==> src/rtl/hack_cpu_mc.sv <==
// hack_cpu_mc: multi-cycle Hack-style CPU core with separate instruction and data
// req/ack handshakes. The FSM absorbs wait states of any length on either port.
// Optional build macro HACK_CPU_PERF_EN adds cyc_cnt/ret_cnt performance counters.
module hack_cpu_mc #(
    parameter int           W      = 16,
    parameter logic [W-2:0] RST_PC = '0
) (
    input  logic          clk,
    input  logic          rst,
    output logic          i_req,
    output logic [W-2:0]  i_addr,
    input  logic          i_ack,
    input  logic [W-1:0]  i_data,
    output logic          d_req,
    output logic          d_we,
    output logic [W-2:0]  d_addr,
    output logic [W-1:0]  d_wdata,
    input  logic          d_ack,
    input  logic [W-1:0]  d_rdata,
    output logic          retire,
`ifdef HACK_CPU_PERF_EN
    output logic [31:0]   cyc_cnt,
    output logic [31:0]   ret_cnt,
`endif
    output logic [W-2:0]  pc,
    output logic [W-1:0]  a_reg,
    output logic [W-1:0]  d_reg
);
    localparam int AW = W - 1;
    localparam logic [AW-1:0] PC_ONE = AW'(1);

    typedef enum logic [2:0] {S_FETCH, S_DECODE, S_MEMRD, S_EXEC, S_MEMWR} state_t;

    state_t        state_q, state_d;
    logic [AW-1:0] pc_q, pc_d;
    logic [W-1:0]  a_q, a_d;
    logic [W-1:0]  d_q, d_d;
    logic [W-1:0]  ir_q, ir_d;
    logic [W-1:0]  mdr_q, mdr_d;
    logic [AW-1:0] waddr_q, waddr_d;
    logic [W-1:0]  wdata_q, wdata_d;

    // C-instruction fields
    logic c_a, c_zx, c_nx, c_zy, c_ny, c_f, c_no, c_da, c_dd, c_dm;
    assign {c_a, c_zx, c_nx, c_zy, c_ny, c_f, c_no} = ir_q[12:6];
    assign {c_da, c_dd, c_dm} = ir_q[5:3];

    logic [W-1:0] x0, x1, y0, y1, o0, alu_out;
    logic         alu_lt, alu_eq, alu_gt, jump;

    // ALU: x = D, y = A or MDR, with the usual zero/negate/op/negate-out chain
    always_comb begin
        x0      = c_zx ? '0 : d_q;
        x1      = c_nx ? ~x0 : x0;
        y0      = c_zy ? '0 : (c_a ? mdr_q : a_q);
        y1      = c_ny ? ~y0 : y0;
        o0      = c_f ? (x1 + y1) : (x1 & y1);
        alu_out = c_no ? ~o0 : o0;
    end

    assign alu_lt = alu_out[W-1];
    assign alu_eq = (alu_out == '0);
    assign alu_gt = ~alu_lt & ~alu_eq;
    assign jump   = (ir_q[2] & alu_lt) | (ir_q[1] & alu_eq) | (ir_q[0] & alu_gt);

    // Next-state and handshake outputs; reset masks every request and retire
    always_comb begin
        state_d = state_q;
        pc_d    = pc_q;
        a_d     = a_q;
        d_d     = d_q;
        ir_d    = ir_q;
        mdr_d   = mdr_q;
        waddr_d = waddr_q;
        wdata_d = wdata_q;
        i_req   = 1'b0;
        d_req   = 1'b0;
        d_we    = 1'b0;
        d_addr  = a_q[AW-1:0];
        retire  = 1'b0;
        case (state_q)
            S_FETCH: begin
                i_req = 1'b1;
                if (i_ack) begin
                    ir_d    = i_data;
                    state_d = S_DECODE;
                end
            end
            S_DECODE: begin
                if (!ir_q[W-1]) begin
                    a_d     = {1'b0, ir_q[W-2:0]};
                    pc_d    = pc_q + PC_ONE;
                    retire  = 1'b1;
                    state_d = S_FETCH;
                end else if (c_a) begin
                    state_d = S_MEMRD;
                end else begin
                    state_d = S_EXEC;
                end
            end
            S_MEMRD: begin
                d_req = 1'b1;
                if (d_ack) begin
                    mdr_d   = d_rdata;
                    state_d = S_EXEC;
                end
            end
            S_EXEC: begin
                // Write address and jump target both come from the pre-instruction A
                waddr_d = a_q[AW-1:0];
                wdata_d = alu_out;
                if (c_dd) d_d = alu_out;
                if (c_da) a_d = alu_out;
                pc_d = jump ? a_q[AW-1:0] : pc_q + PC_ONE;
                if (c_dm) begin
                    state_d = S_MEMWR;
                end else begin
                    retire  = 1'b1;
                    state_d = S_FETCH;
                end
            end
            S_MEMWR: begin
                d_req  = 1'b1;
                d_we   = 1'b1;
                d_addr = waddr_q;
                if (d_ack) begin
                    retire  = 1'b1;
                    state_d = S_FETCH;
                end
            end
            default: state_d = S_FETCH;
        endcase
        if (!rst) begin
            i_req  = 1'b0;
            d_req  = 1'b0;
            d_we   = 1'b0;
            retire = 1'b0;
        end
    end

    // Architectural and FSM state with synchronous active-low reset
    always_ff @(posedge clk) begin
        if (!rst) begin
            state_q <= S_FETCH;
            pc_q    <= RST_PC;
            a_q     <= '0;
            d_q     <= '0;
            ir_q    <= '0;
            mdr_q   <= '0;
            waddr_q <= '0;
            wdata_q <= '0;
        end else begin
            state_q <= state_d;
            pc_q    <= pc_d;
            a_q     <= a_d;
            d_q     <= d_d;
            ir_q    <= ir_d;
            mdr_q   <= mdr_d;
            waddr_q <= waddr_d;
            wdata_q <= wdata_d;
        end
    end

    assign i_addr  = pc_q;
    assign d_wdata = wdata_q;
    assign pc      = pc_q;
    assign a_reg   = a_q;
    assign d_reg   = d_q;

`ifdef HACK_CPU_PERF_EN
    logic [31:0] cyc_cnt_q, ret_cnt_q;

    // Free-running cycle and retire counters, cleared by reset, wrapping at 2^32
    always_ff @(posedge clk) begin
        if (!rst) begin
            cyc_cnt_q <= '0;
            ret_cnt_q <= '0;
        end else begin
            cyc_cnt_q <= cyc_cnt_q + 32'd1;
            if (retire) ret_cnt_q <= ret_cnt_q + 32'd1;
        end
    end

    assign cyc_cnt = cyc_cnt_q;
    assign ret_cnt = ret_cnt_q;
`endif
endmodule

==> config.mk <==
export PLATFORM = sky130hd
export DESIGN_NAME = hack_cpu_mc
export DESIGN_NICKNAME = d
export VERILOG_FILES = /design/src/rtl/hack_cpu_mc.sv
export SDC_FILE = /design/constraint.sdc
export NUM_CORES = 1
export LEC_CHECK = 0
export CAP_MARGIN = 20
export CORE_ASPECT_RATIO = 1.25
export CORE_UTILIZATION = 35
export CTS_BUF_LIST = sky130_fd_sc_hd__clkbuf_4
export DETAILED_ROUTE_END_ITERATION = 6
export PLACE_DENSITY = 0.58
export SYNTH_ARGS = -nofsm -noshare
export SYNTH_HDL_FRONTEND = slang
export SYNTH_SLANG_ARGS = --single-unit
==> constraint.sdc <==
create_clock -name clk -period 12.74 [get_ports clk]
set_input_delay 1.911 -clock clk [delete_from_list [all_inputs] [get_ports clk]]
set_output_delay 1.911 -clock clk [all_outputs]
set_load 0.005 [all_outputs]
==> reports/qor.yml, run 1 <==
clk_pin_slew_ns: 0.10
synth-seq-cells: 113
crit_buf_inv: 5
cts_inserted_buffers: 17
slew_viol_final: 0
use_met2: 0.368
crit_arrival_ns: 4.30
drive_gt1_frac: 0.0647
final_util: 0.452
die_y_um: 159
ir_drop_uv: 42.2
r2r-start: "ir_q[12]$_SDFFE_PN0P_"
fin_area_um2: 8580
tns_ns: 0
gr-total-overflow: 0
cp_max_fo: 63
p_total_mw: 0.845
final_cell_mix: "nand2_1 (190), clkdlybuf4s50_1 (132), dfxtp_1 (113), a21oi_1 (111), nor2_1 (62)"
seq_power_share: 0.445
min_path_type: "register to register"
dieArea_um2: 20200
num_rows: 56
hpwlAfterDp_um: 15000
post_cts_resize_count: 0
ant_nets: 0
fin_ws_ns: 6.53
grt_usage: 0.210
p_sw_frac: 0.298
critPathTopFamily: "buffers and inverters"
antenna_found_initial: 1
grt_use_met1: 0.264
grt_pass1_wl_um: 32900
die_w_um: 127
avgSynthCellArea_um2: 7.47
final_common_cell: "nand2_1"
intPower_mw: 0.593
async_reset_ff_frac: 0
gr-usage-met3: 0.0390
hold_path_startpoint: "mdr_q[7]$_SDFFE_PN0P_"
gp_congestion: 0.885
critPathRequiredTime_ns: 10.83
p_leak_nw: 3.08
io_buffers: 132
cap_violations: 0
critPathLaunchType: "primary input"
yosysWarningCount: 0
pwr-share-comb: 0.194
path_class: "primary input to output port"
cts_tree: "yes"
slew_headroom: 0.327
cts.sinks: 113
clk_path_buf_depth: 2
grt_max_degree: 64
dp_slack_ns: 6.52
worst_pin_slew_ns: 1.01
fmax_ghz: 0.161
synth_top_cell_area_share: 0.329
num-nets-final: 1061
netlist_instances: 920
min_period_over_period: 0.487
num_vias: 6574
cts_max_level: 4
hold_path_depth: 2
route.detailed.drc: 0
vias_per_cell: 5.13
worstPathCellList: "clkdlybuf4s50_1, buf_4, inv_2, buf_4, nor3_1, clkdlybuf4s50_1"
min_period_ns: 6.21
place_area_um2: 8260
pwr-share-clk: 0.361
synth_top_area_cell: "dfxtp_1"
grt_pass1_vias: 6127
synth_edf_count: 0
synth_nets: 974
hold_viol: 0
ys_types: 69
critPathMaxStageDelay_ns: 0.69
start_util: 0.362
first_pass_iters: 5
ioPinCount: 133
dp_cells: 1249
top_usage_layer: "met2"
clock-root-buffer: "clkbuf_4"
finalNonFillerCells: 1282
cp_slowest_cell: "buf_4"
cts_setup_buffers: 0
outcome: "complete, no violations"
skew_ns: 0.0126
switchingPower_mw: 0.252
synth_area_um2: 6870
ys_seq_area_frac: 0.329
n_fill_cell: 1962
power_per_cell_area_nw_per_um2: 98.5
startpoint: "rst"
syn2layout_area_growth_pct: 24.8
critical_path_depth: 6
core_region_area_um2: 19000
wire_per_inst_um: 16.2
drt_iter0_drc: 362
worstRegToRegCells: 18
rsz0062_at_grt: "false"
worstSkewPairLatency_ns: 0.53
holdWs_ns: 0.459
synth_area_leaders: "dfxtp_1 (33%), nand2_1 (10%), a21oi_1 (8.1%)"
setup_violations: 0
ctsHoldBuffers: 0
drt_wl_total_um: 20700
cp-end-kind: "output port"
synth_ff_type: "dfxtp_1"
-- power groups by stage --
stage | registers, mW | logic, mW | clock network [mW]
final | 0.376 | 0.164 | 0.305
after global routing | 0.378 | 0.180 | 0.327
after CTS | 0.376 | 0.164 | 0.312
after detailed placement | 0.385 | 0.163 | 0
after global placement | 0.384 | 0.164 | 0
after floorplan | 0.377 | 0.107 | 0
-- synth_stat cells, drive strengths merged, types with 15 or more instances --
cell type,number
nand2,190
dfxtp,113
a21oi,111
nor2,62
clkbuf,49
o21ai,47
buf,27
mux2i,27
xnor2,26
nand2b,24
xor2,21
inv,20
nor3,20
a31oi,18
ha,17
and3,15
-- worst min-delay path, delay by kind of cell (launching register included) --
| kind | cells | cell delay [ns] |
|---|---|---|
| DFF | 1 | 0.32 |
| and+or+nand+nor | 1 | 0.05 |
| AOI/OAI and AO/OA | 1 | 0.05 |
-- cells by family after synthesis --
group,Yosys count,synth area share
simple gates,379,0.257
mux,32,0.0481
buf+inv,96,0.0626
flops,113,0.329
compound gates,235,0.209
fa+ha+maj,18,0.0339
xor+xnor,47,0.0610
-- routing by layer --
| layer | vias to the layer above | wire length (µm) |
|---|---|---|
| met2 | 149 | 10200 |
| met5 | - | 0 |
| met3 | 12 | 732 |
| met1 | 3064 | 9510 |
| li1 | 3349 | - |
| met4 | 0 | 246 |
-- worst paths after layout --
kind	to	slack [ns]
worst max-delay path	d_req	6.53
worst min-delay path	mdr_q[7]$_SDFFE_PN0P_	0.46
worst max register to register	i_addr[5]$_SDFFE_PN0P_	7.19
worst min register to register	mdr_q[7]$_SDFFE_PN0P_	0.46
-- cell type report --
type,count,area [µm²],area share
Clock buffer,20,150,0.0175
Antenna cell,1,2.50,0.000292
Multi-Input combinational cell,711,4190,0.488
Sequential cell,113,2260,0.264
Inverter,20,75.1,0.00875
Timing Repair Buffer,144,1410,0.165
Tap cell,261,327,0.0381
Clock inverter,12,165,0.0193
Power figures use the tool's default switching activity.
==> run 2, diff against run 1 <==
Clock period 12.74 ns to 6.3 ns, I/O delays scaled along.
==> run 2 against run 1 <==
Total power rose by 88%. Die area unchanged. Core utilization down 0.30 points. Routed wire length is 2.3% higher. Count of clock-buffer cells in the layout unchanged. Via count rose by 2.0%. Flip-flop and latch count unchanged. Design area is 0.66% lower. Combinational power increased by 100%. Clock skew increased by 0.011 ns. Critical path type is now register to register. Critical endpoint is now i_addr[4]$_SDFFE_PN0P_. Largest power group unchanged. Highest routed layer unchanged.
==> reports/qor.yml, run 2 (synthesized netlist as in run 1, its figures left out) <==
outcome: "complete, no violations"
critPathRequiredTime_ns: 6.74  # -4.09 ns
hold_path_startpoint: "d_wdata[9]$_SDFFE_PN0P_"
cts.sinks: 113  # unchanged
n_fill_cell: 1943  # -0.97%
clk_pin_slew_ns: 0.11  # about the same
num_vias: 6707  # +2.0%
cp-end-kind: "register"
fin_area_um2: 8520  # -0.66%
drt_wl_total_um: 21200  # +2.3%
min_period_ns: 5.31
die_y_um: 159  # unchanged
min_period_over_period: 0.843
route.detailed.drc: 0  # unchanged
pwr-share-comb: 0.207  # +0.013
cts_max_level: 4  # unchanged
seq_power_share: 0.483  # +0.038
gr-total-overflow: 0  # unchanged
r2r-end: "i_addr[4]$_SDFFE_PN0P_"
wire_per_inst_um: 16.5  # +2.2%
rsz0062_at_grt: "false"
hpwlAfterDp_um: 15600  # +3.9%
path_class: "register to register"
worstPathCellList: "buf_4, mux2i_1, nor2_1, xor2_1, ha_1, inv_1, fa_1, and2b_1, o31a_1, mux2i_1, or4_1, a2111oi_0, nand4_1, nor3_1, mux2i_2, o21ai_2, and3_1, o31a_1"
pwr-share-clk: 0.310  # -0.051
final_util: 0.449  # -0.00296
die_w_um: 127  # unchanged
hold_viol: 0  # unchanged
critPathMaxStageDelay_ns: 0.51  # -0.18 ns
r2r-start: "ir_q[12]$_SDFFE_PN0P_"
grt_pass1_wl_um: 33000  # +0.25%
crit_arrival_ns: 5.75  # +1.45 ns
antenna_found_initial: 1  # unchanged
fin_ws_ns: 0.989  # -5.54 ns
cts_inserted_buffers: 17  # unchanged
worstSkewPairLatency_ns: 0.56  # +0.03 ns
num_rows: 56  # unchanged
gp_congestion: 0.872  # -1.5%
grt_pass1_vias: 6200  # +1.2%
slew_headroom: 0.432  # +0.105
first_pass_iters: 7  # +2
holdWs_ns: 0.457  # -0.00156 ns
dp_slack_ns: 1.02  # -5.51 ns
tns_ns: 0  # unchanged
critPathLaunchType: "register"
core_region_area_um2: 19000  # unchanged
r2r_slack_ns: 0.99  # -6.20 ns
dieArea_um2: 20200  # unchanged
slew_viol_final: 0  # unchanged
ir_drop_uv: 93.3  # +120%
place_area_um2: 8280  # +0.18%
grt_usage: 0.213  # +0.00367
cap_violations: 0  # unchanged
num-nets-final: 1063  # +0.19%
cts_setup_buffers: 0  # unchanged
hold_end: "d_wdata[9]$_SDFFE_PN0P_"
drt_iter0_drc: 521  # +44%
start_util: 0.362  # unchanged
cp_slowest_cell: "or4_1"
ioPinCount: 133  # unchanged
fmax_ghz: 0.188
vias_per_cell: 5.22  # +1.9%
critPathTopFamily: "simple AND/OR/NAND/NOR gates"
ant_nets: 0  # unchanged
switchingPower_mw: 0.508  # +100%
clock-root-buffer: "clkbuf_4"
dp_cells: 1251  # +0.16%
p_sw_frac: 0.320  # +0.0222
crit_buf_inv: 2  # -3
p_leak_nw: 3.06  # -0.62%
cts_tree: "yes"
hold_path_depth: 2  # unchanged
cp_max_fo: 21  # -67%
worst_pin_slew_ns: 0.851  # -0.158 ns
min_path_type: "register to register"
setup_violations: 0  # unchanged
syn2layout_area_growth_pct: 24.0
skew_ns: 0.0239  # +0.0113 ns
worstRegToRegCells: 18  # unchanged
intPower_mw: 1.08  # +82%
io_buffers: 132  # unchanged
p_total_mw: 1.59  # +88%
final_common_cell: "nand2_1"
clk_path_buf_depth: 2  # unchanged
grt_max_degree: 68  # +6.3%
finalNonFillerCells: 1284  # +0.16%
drive_gt1_frac: 0.0656  # +0.000852
ctsHoldBuffers: 0  # unchanged
final_cell_mix: "nand2_1 (190), clkdlybuf4s50_1 (132), dfxtp_1 (113), a21oi_1 (111), nor2_1 (62)"
power_per_cell_area_nw_per_um2: 186  # +89%
post_cts_resize_count: 0  # unchanged
run 2: cell types whose count changed in the layout (fill, tap and decap cells not counted):
| cell | before | now |
|---|---|---|
| buf_4 | 12 | 14 |
| clkinv_2 | 3 | 4 |
| clkinv_1 | 2 | 3 |
| clkinvlp_4 | 3 | 2 |
| bufinv_16 | 4 | 1 |
| clkinv_4 | 0 | 2 |
run 2: final cells by class:
class | count | area (µm²) | share of cell area
clock inverters | 12 | 93.8 | 0.0110
inverters | 20 | 75.1 | 0.00881
multi-input cells | 711 | 4190 | 0.491
flip-flops and latches | 113 | 2260 | 0.265
clock buffers | 20 | 150 | 0.0176
diodes | 1 | 2.50 | 0.000294
well taps | 261 | 327 | 0.0383
repair buffers | 146 | 1430 | 0.167
run 2: power by group through the flow:
stage	Combinational, mW	Clock, mW	Sequential, mW
floorplan	0.217	0	0.763
detailed placement	0.328	0	0.784
global route	0.362	0.541	0.772
finish	0.329	0.492	0.767
CTS	0.329	0.507	0.768
global placement	0.328	0	0.784
run 2: layer usage:
metal  wire length [µm]  global-route usage  part of all wire  vias to the layer above
met1               9430               0.261              0.44                     3145
met5                  0                   0                 0                        -
met3                865              0.0397             0.041                       31
met4                433              0.0748             0.020                        0
li1                   -                   -                 -                     3355
met2              10500               0.373              0.49                      176
run 2: worst register-to-register path: stages, from the launching register on:
cell       delay, ns
dfxtp_1         0.35
buf_4           0.30
mux2i_1         0.23
nor2_1          0.06
xor2_1          0.18
ha_1            0.25
inv_1           0.09
fa_1            0.41
and2b_1         0.25
o31a_1          0.19
mux2i_1         0.13
or4_1           0.51
a2111oi_0       0.46
nand4_1         0.23
nor3_1          0.28
mux2i_2         0.41
o21ai_2         0.31
and3_1          0.30
o31a_1          0.26
run 2: worst max-delay path by stage:
stage / slack (ns) / end / start / cells after the start
after CTS: 0.96 / i_addr[4]$_SDFFE_PN0P_ / ir_q[12]$_SDFFE_PN0P_ / 18
after floorplan: 1.30 / i_addr[4]$_SDFFE_PN0P_ / ir_q[12]$_SDFFE_PN0P_ / 18
after global placement: 1.14 / i_addr[4]$_SDFFE_PN0P_ / ir_q[12]$_SDFFE_PN0P_ / 18
after detailed placement: 1.02 / i_addr[9]$_SDFFE_PN0P_ / ir_q[12]$_SDFFE_PN0P_ / 18
after global routing: 0.56 / i_addr[9]$_SDFFE_PN0P_ / ir_q[12]$_SDFFE_PN0P_ / 18
final: 0.99 / i_addr[4]$_SDFFE_PN0P_ / ir_q[12]$_SDFFE_PN0P_ / 18
==> run 3, diff against run 2 <==
Settings changed: PLACE_DENSITY 0.58 to 0.6.
Clock period 6.3 ns to 4.3 ns, I/O delays scaled along.
==> run 3 against run 2 <==
Count of clock-buffer cells in the layout shrank 3. Global-route usage grew 0.90 points. Critical path depth grew 1. Sequential power grew 43%. Sequential share of layout area shrank 3.0 points. Final cell count grew 8.0%. The run now ends with negative setup slack left. Via count grew 5.1%. Register-to-register slack lost 1.2 ns. Design area grew 13%. Core utilization grew 5.8 points. Worst hold slack gained 0.0047 ns.
==> reports/qor.yml, run 3 (synthesized netlist as in run 1, its figures left out) <==
violations: "negative setup slack"
clk_path_buf_depth: 2  # unchanged
min_period_over_period: 1.05  # +0.203
critPathLaunchType: "register"
start_util: 0.362  # unchanged
cts_tree: "yes"
cp_max_fo: 6  # -71%
dr_wl_met3_um: 834  # -3.6%
cts_inserted_buffers: 17  # unchanged
critPathRequiredTime_ns: 4.76  # -1.98 ns
gp_congestion: 0.912  # +4.6%
rsz0062_at_grt: "true"
n_fill_cell: 1890  # -2.7%
highest_layer: "met4"
setup_violations: 14  # +14
ir_drop_uv: 182  # +95%
drt_wl_total_um: 22400  # +5.5%
crit_arrival_ns: 4.96  # -0.79 ns
num_rows: 56  # unchanged
core_region_area_um2: 19000  # unchanged
grt_usage: 0.222  # +0.00898
outcome: "complete, but fails checks"
dp_slack_ns: -0.232  # -1.25 ns
io_buffers: 132  # unchanged
cap_violations: 0  # unchanged
cts.sinks: 113  # unchanged
worstSkewPairLatency_ns: 0.56  # about the same
dr_wl_met2_um: 11000  # +4.7%
fin_ws_ns: -0.200  # -1.19 ns
first_pass_iters: 5  # -2
route.detailed.drc: 0  # unchanged
grt_pass1_wl_um: 34600  # +5.1%
syn2layout_area_growth_pct: 40.1
clk_pin_slew_ns: 0.12  # about the same
r2r_slack_ns: -0.20  # -1.19 ns
tns_ns: -2.14  # -2.14 ns
dp_cells: 1343  # +7.4%
die_y_um: 159  # unchanged
dieArea_um2: 20200  # unchanged
grt_pass1_vias: 6569  # +6.0%
drive_gt1_frac: 0.172  # +0.107
final_common_cell: "nand2_1"
hold_viol: 0  # unchanged
final_util: 0.507  # +0.0582
clock-root-buffer: "clkbuf_4"
grt_max_degree: 89  # +31%
vias_per_cell: 5.08  # -2.7%
power_per_cell_area_nw_per_um2: 275  # +47%
worst_pin_slew_ns: 1.01  # +0.157 ns
skew_ns: 0.0235  # -0.000374 ns
num-nets-final: 1166  # +9.7%
ctsHoldBuffers: 0  # unchanged
num_vias: 7046  # +5.1%
fmax_ghz: 0.222  # +18%
path_class: "register to register"
wire_per_inst_um: 16.1  # -2.3%
slew_viol_final: 0  # unchanged
ioPinCount: 133  # unchanged
min_period_ns: 4.50  # -0.811 ns
p_leak_nw: 3.65  # +19%
cts_max_level: 4  # unchanged
ant_nets: 0  # unchanged
slew_headroom: 0.324  # -0.108
drt_iter0_drc: 401  # -23%
wl_met1_um: 10200  # +8.0%
die_w_um: 127  # unchanged
antenna_found_initial: 1  # unchanged
final_cell_mix: "nand2_1 (190), clkdlybuf4s50_1 (132), dfxtp_1 (112), a21oi_1 (110), buf_4 (107)"
cp-end-kind: "register"
hpwlAfterDp_um: 16300  # +4.6%
min_path_type: "register to register"
gr-total-overflow: 0  # unchanged
finalNonFillerCells: 1387  # +8.0%
==> run 3: cell types whose count changed in the layout (fill, tap and decap cells not counted), sizes merged <==
cell / change
clkinv: -5
buf: +101
clkbuf: -1
inv: +3
clkinvlp: +3
bufinv: +2
==> run 3: metal layers <==
layer,track usage,vias up
met3,0.0407,26
met2,0.373,180
met5,0,-
li1,-,3558
met1,0.288,3282
met4,0.0726,0
==> run 3: final cells by class <==
cell class                      count  area (µm²)  area share
Clock buffer                       17         128      0.0133
Antenna cell                        1        2.50    0.000260
Inverter                           20        75.1     0.00780
Sequential cell                   113        2270       0.235
Multi-Input combinational cell    711        4340       0.451
Timing Repair Buffer              249        2310       0.240
Clock inverter                     15         181      0.0188
Tap cell                          261         327      0.0339
==> run 3: report_power, final <==
part,internal [mW],switching [mW]
Combinational,0.327,0.330
Clock,0.406,0.481
Sequential,1.07,0.0286
Total,1.80,0.839
==> run 3: what timing repair did <==
item | CTS | global route
endpoints found under the setup margin | 14 | 15
gates resized for setup | 12 | 14
buffers inserted | 6 | 3
pin swaps | 8 | 14
cloned | 0 | 2
==> run 3: final timing paths <==
path / to / depth (start not counted) / start
worst max-delay path: i_addr[11]$_SDFFE_PN0P_ / 19 / ir_q[12]$_SDFFE_PN0P_
worst min-delay path: waddr_q[4]$_SDFFE_PN0P_ / 2 / waddr_q[4]$_SDFFE_PN0P_
worst max register to register: i_addr[11]$_SDFFE_PN0P_ / 19 / ir_q[12]$_SDFFE_PN0P_
worst min register to register: waddr_q[4]$_SDFFE_PN0P_ / 2 / waddr_q[4]$_SDFFE_PN0P_
==> run 3: worst max-delay path, stage by stage, from the launching register on <==
cell and delay, ns:
dfxtp_4 0.38, buf_12 0.13, mux2i_1 0.11, nor2_1 0.11, xor2_1 0.23, inv_1 0.09
fa_2 0.37, and2b_1 0.22, o31a_1 0.20, mux2i_2 0.29, o211ai_1 0.19, a2111oi_4 0.39
nand4_1 0.24, buf_4 0.21, nor3_4 0.23, mux2i_4 0.30, o21ai_4 0.13, clkbuf_16 0.20
and3_1 0.16, o31a_1 0.22
==> run 3: stage by stage <==
step,area [µm²],total power [mW],hold WS (ns)
6_report,9630,2.64,0.462
5_1_grt,9630,2.77,0.480
4_1_cts,9480,2.65,0.463
3_5_place_dp,9070,1.74,0.446
3_3_place_gp,9070,1.74,0.438
2_1_floorplan,6940,1.45,0.433
